--- src/rtl/seg_hex_counter_mux.sv ---
// seg_hex_counter_mux
//   Multi-digit hex up/down counter with a prescaled step rate, driving a
//   multiplexed common-anode 7-segment display one digit at a time.
//
// Ports
//   clk       system clock, all state on posedge
//   rst       synchronous active-high reset
//   en        1 = prescaler runs and the counter steps on each tick
//   up        count direction on a tick (1 = up, 0 = down)
//   load      1 = load load_val into the counter (wins over a tick)
//   load_val  value to load, 4*DIGITS bits
//   value     current count
//   wrap      one-cycle pulse after a tick that wraps the count
//   duan      segments {dp,g,f,e,d,c,b,a}, active-low
//   wei       digit enables, active-low one-hot
//
// duan and wei are registered from the next-state count and next digit
// index, so a new count shows on the segments on the same edge that
// updates value.
module seg_hex_counter_mux #(
    parameter int              DIGITS    = 4,
    parameter int              TICK_DIV  = 2**26,
    parameter int              SCAN_DIV  = 2**16,
    parameter logic [4*DIGITS-1:0] RESET_VAL = '0,
    parameter bit              BLANK_LZ  = 1'b0
) (
    input  logic                  clk,
    input  logic                  rst,
    input  logic                  en,
    input  logic                  up,
    input  logic                  load,
    input  logic [4*DIGITS-1:0]   load_val,
    output logic [4*DIGITS-1:0]   value,
    output logic                  wrap,
    output logic [7:0]            duan,
    output logic [DIGITS-1:0]     wei
);

    localparam int VW = 4 * DIGITS;
    localparam int PW = $clog2(TICK_DIV);
    localparam int SW = (SCAN_DIV > 1) ? $clog2(SCAN_DIV) : 1;
    localparam int IW = (DIGITS > 1) ? $clog2(DIGITS) : 1;

    localparam logic [PW-1:0]     PRE_MAX  = PW'(TICK_DIV - 1);
    localparam logic [PW-1:0]     PRE_ONE  = PW'(1);
    localparam logic [SW-1:0]     SCAN_MAX = SW'(SCAN_DIV - 1);
    localparam logic [SW-1:0]     SCAN_ONE = SW'(1);
    localparam logic [IW-1:0]     IDX_MAX  = IW'(DIGITS - 1);
    localparam logic [IW-1:0]     IDX_ONE  = IW'(1);
    localparam logic [VW-1:0]     VAL_ONE  = VW'(1);
    localparam logic [DIGITS-1:0] WEI_RST  = ~(DIGITS'(1));

    // Active-low segment pattern for one hex nibble; dp is always off.
    function automatic logic [7:0] seg_code(input logic [3:0] nib);
        logic [7:0] code;
        case (nib)
            4'h0:    code = 8'hC0;
            4'h1:    code = 8'hF9;
            4'h2:    code = 8'hA4;
            4'h3:    code = 8'hB0;
            4'h4:    code = 8'h99;
            4'h5:    code = 8'h92;
            4'h6:    code = 8'h82;
            4'h7:    code = 8'hF8;
            4'h8:    code = 8'h80;
            4'h9:    code = 8'h90;
            4'hA:    code = 8'h88;
            4'hB:    code = 8'h83;
            4'hC:    code = 8'hC6;
            4'hD:    code = 8'hA1;
            4'hE:    code = 8'h86;
            4'hF:    code = 8'h8E;
            default: code = 8'hFF;
        endcase
        return code;
    endfunction

    // A digit above 0 is a leading zero when it and every higher nibble is 0.
    function automatic logic is_lead_zero(input logic [VW-1:0] v,
                                          input logic [IW-1:0] idx);
        logic nz;
        nz = 1'b0;
        for (int i = 0; i < DIGITS; i++) begin
            nz = nz | ((IW'(i) >= idx) && (v[4*i +: 4] != 4'h0));
        end
        return (idx != '0) && !nz;
    endfunction

    logic [PW-1:0]     pre_r,   pre_nxt_s;
    logic [SW-1:0]     scan_r,  scan_nxt_s;
    logic [IW-1:0]     idx_r,   idx_nxt_s;
    logic [VW-1:0]     value_r, value_nxt_s;
    logic              wrap_r,  wrap_nxt_s;
    logic [7:0]        duan_r,  duan_nxt_s;
    logic [DIGITS-1:0] wei_r,   wei_nxt_s;
    logic              tick_s;
    logic [3:0]        nib_s;

    // Prescaler, counter and wrap next-state; load beats tick.
    always_comb begin
        tick_s      = en && (pre_r == PRE_MAX);
        value_nxt_s = value_r;
        pre_nxt_s   = pre_r;
        wrap_nxt_s  = 1'b0;
        if (load) begin
            value_nxt_s = load_val;
            pre_nxt_s   = '0;
        end else if (tick_s) begin
            pre_nxt_s = '0;
            if (up) begin
                value_nxt_s = value_r + VAL_ONE;
                wrap_nxt_s  = (value_r == '1);
            end else begin
                value_nxt_s = value_r - VAL_ONE;
                wrap_nxt_s  = (value_r == '0);
            end
        end else if (en) begin
            pre_nxt_s = pre_r + PRE_ONE;
        end else begin
            pre_nxt_s = pre_r;
        end
    end

    // Digit scan: dwell SCAN_DIV cycles per digit, round-robin over digits.
    always_comb begin
        scan_nxt_s = scan_r + SCAN_ONE;
        idx_nxt_s  = idx_r;
        if (scan_r == SCAN_MAX) begin
            scan_nxt_s = '0;
            idx_nxt_s  = (idx_r == IDX_MAX) ? '0 : (idx_r + IDX_ONE);
        end else begin
            idx_nxt_s = idx_r;
        end
    end

    // Segment and digit-enable decode from the next count and next digit.
    always_comb begin
        nib_s     = 4'h0;
        wei_nxt_s = '1;
        for (int i = 0; i < DIGITS; i++) begin
            nib_s        = nib_s | (value_nxt_s[4*i +: 4] & {4{idx_nxt_s == IW'(i)}});
            wei_nxt_s[i] = (idx_nxt_s != IW'(i));
        end
        if (BLANK_LZ && is_lead_zero(value_nxt_s, idx_nxt_s)) begin
            duan_nxt_s = 8'hFF;
        end else begin
            duan_nxt_s = seg_code(nib_s);
        end
    end

    // State and output registers with synchronous reset.
    always_ff @(posedge clk) begin
        if (rst) begin
            pre_r   <= '0;
            scan_r  <= '0;
            idx_r   <= '0;
            value_r <= RESET_VAL;
            wrap_r  <= 1'b0;
            duan_r  <= seg_code(RESET_VAL[3:0]);
            wei_r   <= WEI_RST;
        end else begin
            pre_r   <= pre_nxt_s;
            scan_r  <= scan_nxt_s;
            idx_r   <= idx_nxt_s;
            value_r <= value_nxt_s;
            wrap_r  <= wrap_nxt_s;
            duan_r  <= duan_nxt_s;
            wei_r   <= wei_nxt_s;
        end
    end

    assign value = value_r;
    assign wrap  = wrap_r;
    assign duan  = duan_r;
    assign wei   = wei_r;

endmodule

--- config.mk ---
export PLATFORM = sky130hd
export DESIGN_NAME = seg_hex_counter_mux
export DESIGN_NICKNAME = d
export VERILOG_FILES = /design/src/rtl/seg_hex_counter_mux.sv
export SDC_FILE = /design/constraint.sdc
export NUM_CORES = 1
export LEC_CHECK = 0
export ABC_AREA = 1
export CAP_MARGIN = 10
export CORE_MARGIN = 3
export CORE_UTILIZATION = 42
export CTS_CLUSTER_SIZE = 30
export DETAILED_ROUTE_END_ITERATION = 8
export GPL_ROUTABILITY_DRIVEN = 0
export PLACE_DENSITY = 0.63
export SLEW_MARGIN = 20
export SYNTH_ARGS = -nofsm -noshare
export SYNTH_HDL_FRONTEND = slang
export SYNTH_SLANG_ARGS = --single-unit
--- constraint.sdc ---
create_clock -name clk -period 4.9 [get_ports clk]
set_input_delay 0.98 -clock clk [delete_from_list [all_inputs] [get_ports clk]]
set_output_delay 0.98 -clock clk [all_outputs]
set_load 0.005 [all_outputs]
==> key figures, run 1 <==
Floorplanning
  • Die H: 114 um
  • IO Count: 50
  • Initial Utilization: 0.440
  • Die Width: 114 um
  • Row count: 38
  • DIE AREA: 0.0129 mm2
  • Core ar.: 0.0111 mm2

Routing
  • Post-route ant nets: 0
  • Post-route DRC violation count: 0
  • Final WL: 11800 um
  • Via count: 4534
  • Drt pass-1 iters: 5
  • Wire per inst: 12.7 um
  • Initial detailed-routing violation count: 236
  • Via-to-Cell Ratio: 4.88

Global route
  • Initial antenna violation count: 0
  • Vias in the first global route: 4336
  • First-pass GRT wire length: 20300 um
  • Total grt overflow: 0
  • GRT Total Usage: 0.194
  • Largest net degree at the start of global routing: 27

Synthesis
  • Synth Flop Type: dfxtp_1
  • Netlist cell types: 43
  • Sequential element share of the synthesized area: 0.296
  • Synth Warn #: 0
  • Fraction of registers with async set or reset after synthesis: 0
  • Syn Area/Cell: 6.65 um2
  • Syn nets: 778
  • Gate Count Post-Synth: 733
  • Post-synth EDFFs: 0
  • Mapped Area: 0.00487 mm2
  • Yosys reg bits: 72

STA
  • Least-Margin Pin Slew: 0.652 ns
  • Relative slew margins: 0.554
  • Fmax: 248 MHz
  • Period utilization: 0.822
  • RSZ-0062 raised after global routing: no
  • Fin. max-slew vios: 0
  • Period minus WS final: 4.03 ns
  • Final Hold Vio Count: 0
  • Final setup skew: 0.00909 ns
  • Final Setup Violations: 0
  • Setup TNS: 0 ns

Worst setup path
  • RR Endpoint: duan[3]
  • Critical Path RT: 5.18 ns
  • Max FO, Critical Path: 15
  • R2R setup slack: 2.01 ns
  • Critical path class: in2reg
  • Worst flop-to-flop path startpoint: value[6]
  • Reg2Reg Depth: 19
  • Worst setup SP type: input port
  • CP arrival: 4.30 ns
  • Critical Path Sink Type: register

Clock tree
  • Clk slew on worst S/H paths: 0.06 ns
  • Post-CTS sizing: 0
  • CTS hold repair buffers: 0
  • CTS tree: built
  • Clock Root Buffer: clkbuf_16
  • CTS Sinks: 72
  • Total CTS buffers: 9
  • Worst-Skew Late Latency: 0.34 ns
  • H-Tree Depth: 3
  • Post-CTS setup buffers: 0
  • Clock buffer depth: 2

Pwr
  • Sw frac: 0.279
  • Lkg Pwr: 2.61 nW
  • Combinational Power Share: 0.167
  • Peak VDD IR: 0.000268 V
  • Sw Pwr: 0.418 mW
  • Clk pwr share: 0.418
  • Final Power: 1.50 mW
  • PwrDens: 259 mW/mm2
  • Int Power: 1.08 mW
  • Seq pwr share: 0.415

Cells and area
  • Most frequent cells in the layout: 207 x nand2_1, 88 x nor2_1, 87 x inv_1
  • Synth-to-layout area growth: 18.6%
  • Fill cells: 1109
  • Commonest non-fill, non-tap cell in the layout: nand2_1
  • Diodes inserted: 0
  • Share of post-route cells with drive strength above 1: 0.114
  • Nets@finish: 829
  • Fin util: 0.522

Worst hold path
  • Hold depth: 1
  • Worst Hold End: scan_r[0]
  • Worst Hold Class: reg2reg
  • Hold Crit Start: scan_r[0]

Place
  • Buffers on Ports: 48
  • Final HPWL DP: 9130 um

Flow run
  • Max_cap viols: 0

Status
  • Outcome: finished, final reports clean
## power by group through the flow
| stage | logic, mW | registers (mW) | clock network, mW |
|---|---|---|---|
| 5_1_grt | 0.287 | 0.622 | 0.667 |
| 3_5_place_dp | 0.248 | 0.633 | 0 |
| 4_1_cts | 0.251 | 0.620 | 0.640 |
| 2_1_floorplan | 0.164 | 0.629 | 0 |
| 3_3_place_gp | 0.246 | 0.633 | 0 |
| 6_report | 0.251 | 0.621 | 0.626 |
## cells by family after synthesis
logic type / count (synthesis) / synth area share
compound gates: 48 / 0.0560
xor+xnor: 31 / 0.0557
fa+ha+maj: 24 / 0.0632
buf+inv: 107 / 0.0860
flops: 72 / 0.296
other cells: 1 / 0.000769
simple gates: 450 / 0.443
## per-layer routing
| metal | GRT usage | part of all wire | wire length, um | up-vias |
|---|---|---|---|---|
| met5 | 0 | 0 | 0 | - |
| met2 | 0.291 | 0.42 | 5000 | 92 |
| met3 | 0.0467 | 0.050 | 591 | 17 |
| li1 | - | - | - | 2423 |
| met1 | 0.274 | 0.51 | 5980 | 2002 |
| met4 | 0.0665 | 0.018 | 213 | 0 |
## sequential cells by signal (all words and copies together), names as in the netlist
register  cells
idx_r         2
value        16
pre_r        26
duan          7
wei           4
wrap          1
scan_r       16
## cells in the mapped netlist (3+ instances only)
library cell  count  area share
nand3_1          48       0.049
a21oi_1          30       0.031
nand3_4           4       0.014
nor4_1            5      0.0064
nor2_4           10       0.023
nand4_1          21       0.027
nand2_1         207        0.16
nand3_2           8       0.016
o21ai_1           3      0.0031
xnor2_1          11       0.020
clkbuf_1          7      0.0054
nor2_2           11       0.014
nor3_1           13       0.013
inv_2             6      0.0046
inv_1            87       0.067
ha_1             23       0.059
nand2_2          14       0.018
nor2_1           88       0.068
or3_1             3      0.0039
nor3b_1           3      0.0046
or2_2            10       0.013
xor2_1           20       0.036
o21ai_0           6      0.0062
dfxtp_1          72        0.30
## cell type report
cell class                 count  area (um2)  area share
clock buffer                  12         256      0.0444
clock inverter                 4        27.5     0.00476
inverter                      97         373      0.0645
multi-input combinational    554        3010       0.521
sequential                    72        1440       0.249
tap                          140         175      0.0303
timing repair buffer          50         495      0.0857
## worst max path at each step
| stage | from | end | cells after the start |
|---|---|---|---|
| after floorplan | up | duan[3] | 20 |
| after global placement | up | duan[0] | 21 |
| after detailed placement | up | duan[0] | 21 |
| after CTS | up | duan[0] | 21 |
| after global routing | up | duan[3] | 21 |
| final | up | duan[3] | 21 |
## worst max-delay path: stages
cell and delay [ns]:
clkdlybuf4s50_1 0.48, inv_1 0.42, ha_1 0.39, nand2_1 0.09, nand2_1 0.07, a21oi_1 0.22, nor2_1 0.07, nor2_1 0.13
nand2_1 0.07, nand2_1 0.05, nand3_1 0.06, nand2_1 0.08, nand2_1 0.06, nand2_1 0.07, inv_1 0.04, nor2_1 0.28
ha_1 0.27, nand4_1 0.20, nand3_1 0.14, nand2_1 0.05, nor2_1 0.08
## through the flow
stage	worst slack, ns	hold WS (ns)	cell area [um2]	instances
final	0.873	0.446	5780	929
after global routing	0.575	0.463	5780	929
after CTS	0.939	0.451	5780	929
after detailed placement	0.601	0.438	5500	913
after global placement	0.755	0.431	5500	913
after floorplan	1.61	0.418	4870	733
Note: power is estimated with default switching activity, not from simulation.
==> run 2, diff against run 1 <==
--- a/config.mk
+++ b/config.mk
@@ -12,7 +12,7 @@
 export CTS_CLUSTER_SIZE = 30
 export DETAILED_ROUTE_END_ITERATION = 8
 export GPL_ROUTABILITY_DRIVEN = 0
-export PLACE_DENSITY = 0.63
+export PLACE_DENSITY = 0.65
 export SLEW_MARGIN = 20
 export SYNTH_ARGS = -nofsm -noshare
 export SYNTH_HDL_FRONTEND = slang
==> constraint.sdc (replaced) <==
create_clock -name clk -period 3.7 [get_ports clk]
set_input_delay 0.74 -clock clk [delete_from_list [all_inputs] [get_ports clk]]
set_output_delay 0.74 -clock clk [all_outputs]
set_load 0.005 [all_outputs]
==> run 2 against run 1 <==
Effect of this change: clock skew decreased by 0.0040 ns; final cell count grew 1.2%; wire length shrank 0.72%; sequential share of layout area shrank 0.46 points; clock power grew 40%; final area is 1.9% higher; clock-buffer cell count increased by 1.
==> key figures, run 2 (synthesis gave the netlist of run 1 again) <==
Status
  • Outcome: finished, final reports clean (unchanged)

Routing
  • Initial detailed-routing violation count: 257 (was 236)
  • Drt pass-1 iters: 5 (unchanged)
  • Via count: 4626 (was 4534)
  • Post-route DRC violation count: 0 (unchanged)
  • Final WL: 11700 um (was 11800 um)
  • Via-to-Cell Ratio: 4.92 (was 4.88)
  • Post-route ant nets: 0 (unchanged)
  • Wire per inst: 12.4 um (was 12.7 um)

Floorplanning
  • Die Width: 114 um (unchanged)
  • IO Count: 50 (unchanged)
  • Core ar.: 0.0111 mm2 (unchanged)
  • Initial Utilization: 0.440 (unchanged)
  • Row count: 38 (unchanged)
  • Die H: 114 um (unchanged)
  • DIE AREA: 0.0129 mm2 (unchanged)

Worst setup path
  • CP Cell Sequence: dlymetal6s2s_1 > clkinvlp_4 > buf_4 > fa_1 > nand3_1 > nand3_1 > nand2_1 > nand2_1 > nand2_1 > nand2_1 > nand2_1 > o211ai_1 > nand2_1 > nand2_1 > nand3_1 > ha_1 > nand4_1 > nand3_1 > nand2_1 > nor2_1 (was clkdlybuf4s50_1 > inv_1 > ha_1 > nand2_1 > nand2_1 > a21oi_1 > nor2_1 > nor2_1 > nand2_1 > nand2_1 > nand3_1 > nand2_1 > nand2_1 > nand2_1 > inv_1 > nor2_1 > ha_1 > nand4_1 > nand3_1 > nand2_1 > nor2_1)
  • CP max-delay cell: fa_1 (was clkdlybuf4s50_1)
  • Critical Path Sink Type: register (unchanged)
  • CP arrival: 3.52 ns (was 4.30 ns)
  • Critical Path RT: 3.97 ns (was 5.18 ns)
  • Critical Path Max Stage Delay: 0.38 ns (was 0.48 ns)
  • Worst setup SP type: input port (unchanged)
  • Critical path class: in2reg (unchanged)
  • CP most frequent cell: nand2_1 (unchanged)
  • Max FO, Critical Path: 7 (was 15)

Global route
  • Initial antenna violation count: 0 (unchanged)
  • First-pass GRT wire length: 20100 um (was 20300 um)
  • Vias in the first global route: 4406 (was 4336)
  • Largest net degree at the start of global routing: 27 (unchanged)
  • GRT Total Usage: 0.190 (was 0.194)
  • Total grt overflow: 0 (unchanged)

STA
  • Relative slew margins: 0.456 (was 0.554)
  • Setup TNS: 0 ns (unchanged)
  • Period minus WS final: 3.24 ns
  • Final setup skew: 0.00504 ns (was 0.00909 ns)
  • Fmax: 308 MHz
  • Final Hold Vio Count: 0 (unchanged)
  • Least-Margin Pin Slew: 0.795 ns (was 0.652 ns)
  • Final Setup Violations: 0 (unchanged)
  • Period utilization: 0.876
  • Hold Worst Slack: 0.451 ns (was 0.446 ns)
  • Fin. max-slew vios: 0 (unchanged)
  • RSZ-0062 raised after global routing: no (unchanged)
  • Final worst slack: 0.458 ns (was 0.873 ns)

Cells and area
  • Total area of sequential cells: 0.00144 mm2 (unchanged)
  • Final Non-Filler Cells: 940 (was 929)
  • Share of post-route cells with drive strength above 1: 0.128 (was 0.114)
  • Largest register FFs: 26 (unchanged)
  • Largest Register: pre_r (unchanged)
  • Diodes inserted: 0 (unchanged)
  • Fill cells: 1117 (was 1109)
  • Post-route cell area: 0.00589 mm2 (was 0.00578 mm2)
  • Area of the multi-input gates: 0.00302 mm2 (was 0.00301 mm2)
  • Synth-to-layout area growth: 20.8% (was 18.6%)
  • Commonest non-fill, non-tap cell in the layout: nand2_1 (unchanged)
  • Most frequent cells in the layout: 207 x nand2_1, 87 x nor2_1, 86 x inv_1 (was 207 x nand2_1, 88 x nor2_1, 87 x inv_1)
  • Fin util: 0.532 (was 0.522)
  • Nets@finish: 840 (was 829)

Place
  • Placed Area: 0.00556 mm2 (was 0.00550 mm2)
  • Final HPWL DP: 9060 um (was 9130 um)
  • Buffers on Ports: 48 (unchanged)
  • Placed Instances: 921 (was 913)
  • Placement Setup Slack: -0.126 ns (was 0.601 ns)

Clock tree
  • Clock Root Buffer: clkbuf_16 (unchanged)
  • Clock buffer depth: 2 (unchanged)
  • H-Tree Depth: 3 (unchanged)
  • Clk slew on worst S/H paths: 0.05 ns (was 0.06 ns)
  • Total CTS buffers: 9 (unchanged)
  • CTS hold repair buffers: 0 (unchanged)
  • CTS Sinks: 72 (unchanged)
  • Worst-Skew Late Latency: 0.34 ns (about the same)
  • CTS tree: built (unchanged)

Worst hold path
  • Worst Hold Class: reg2reg (unchanged)

Pwr
  • PwrDens: 346 mW/mm2 (was 259 mW/mm2)
  • Lkg Pwr: 2.67 nW (was 2.61 nW)
  • Peak VDD IR: 0.000345 V (was 0.000268 V)
  • Final Power: 2.04 mW (was 1.50 mW)

Flow run
  • Max_cap viols: 0 (unchanged)
## run 2: cell count changes in the layout (fill, tap and decap cells not counted)
cell	change
buf_4	+10
bufinv_16	+1
clkbuf_1	+1
clkdlybuf4s50_1	-1
clkinv_4	-1
clkinvlp_4	+2
dlymetal6s2s_1	+1
inv_1	-1
inv_6	-1
nor2_1	-1
nor2_2	+1
## run 2: power by group
group / switching (mW) / internal (mW)
clock: 0.319 / 0.556
sequential: 0.0236 / 0.798
combinational: 0.194 / 0.149
total: 0.537 / 1.50
## run 2: worst paths after layout
path                                start        end  slack, ns  cells after the start
worst min register to register  scan_r[0]  scan_r[0]       0.45                      1
worst min-delay path            scan_r[0]  scan_r[0]       0.45                      1
worst max-delay path                   up    duan[0]       0.46                     20
worst max register to register   value[6]    duan[0]       1.03                     19
## run 2: repair_timing
item / CTS / global route
setup endpoints to repair: 0 / 6
buffers inserted: 0 / 2
resized for setup: 0 / 4
## run 2: worst max-delay path: cells and delay by family
kind            cells  cell delay [ns]
compound gates      1             0.12
fa+ha+maj           2             0.62
buf+inv             3             0.66
simple gates       14             1.36
## run 2: final cells by class
cell class,instances,area share
multi-input cells,554,0.512
flip-flops and latches,72,0.245
repair buffers,60,0.0973
inverters,97,0.0639
clock buffers,13,0.0442
well taps,140,0.0297
clock inverters,3,0.00680
repair inverters,1,0.00127
## run 2: metal layers
metal	track usage	vias up	share of wire
li1	-	2461	-
met1	0.263	2058	0.51
met2	0.293	89	0.43
met3	0.0430	18	0.047
met4	0.0625	0	0.019
met5	0	-	0
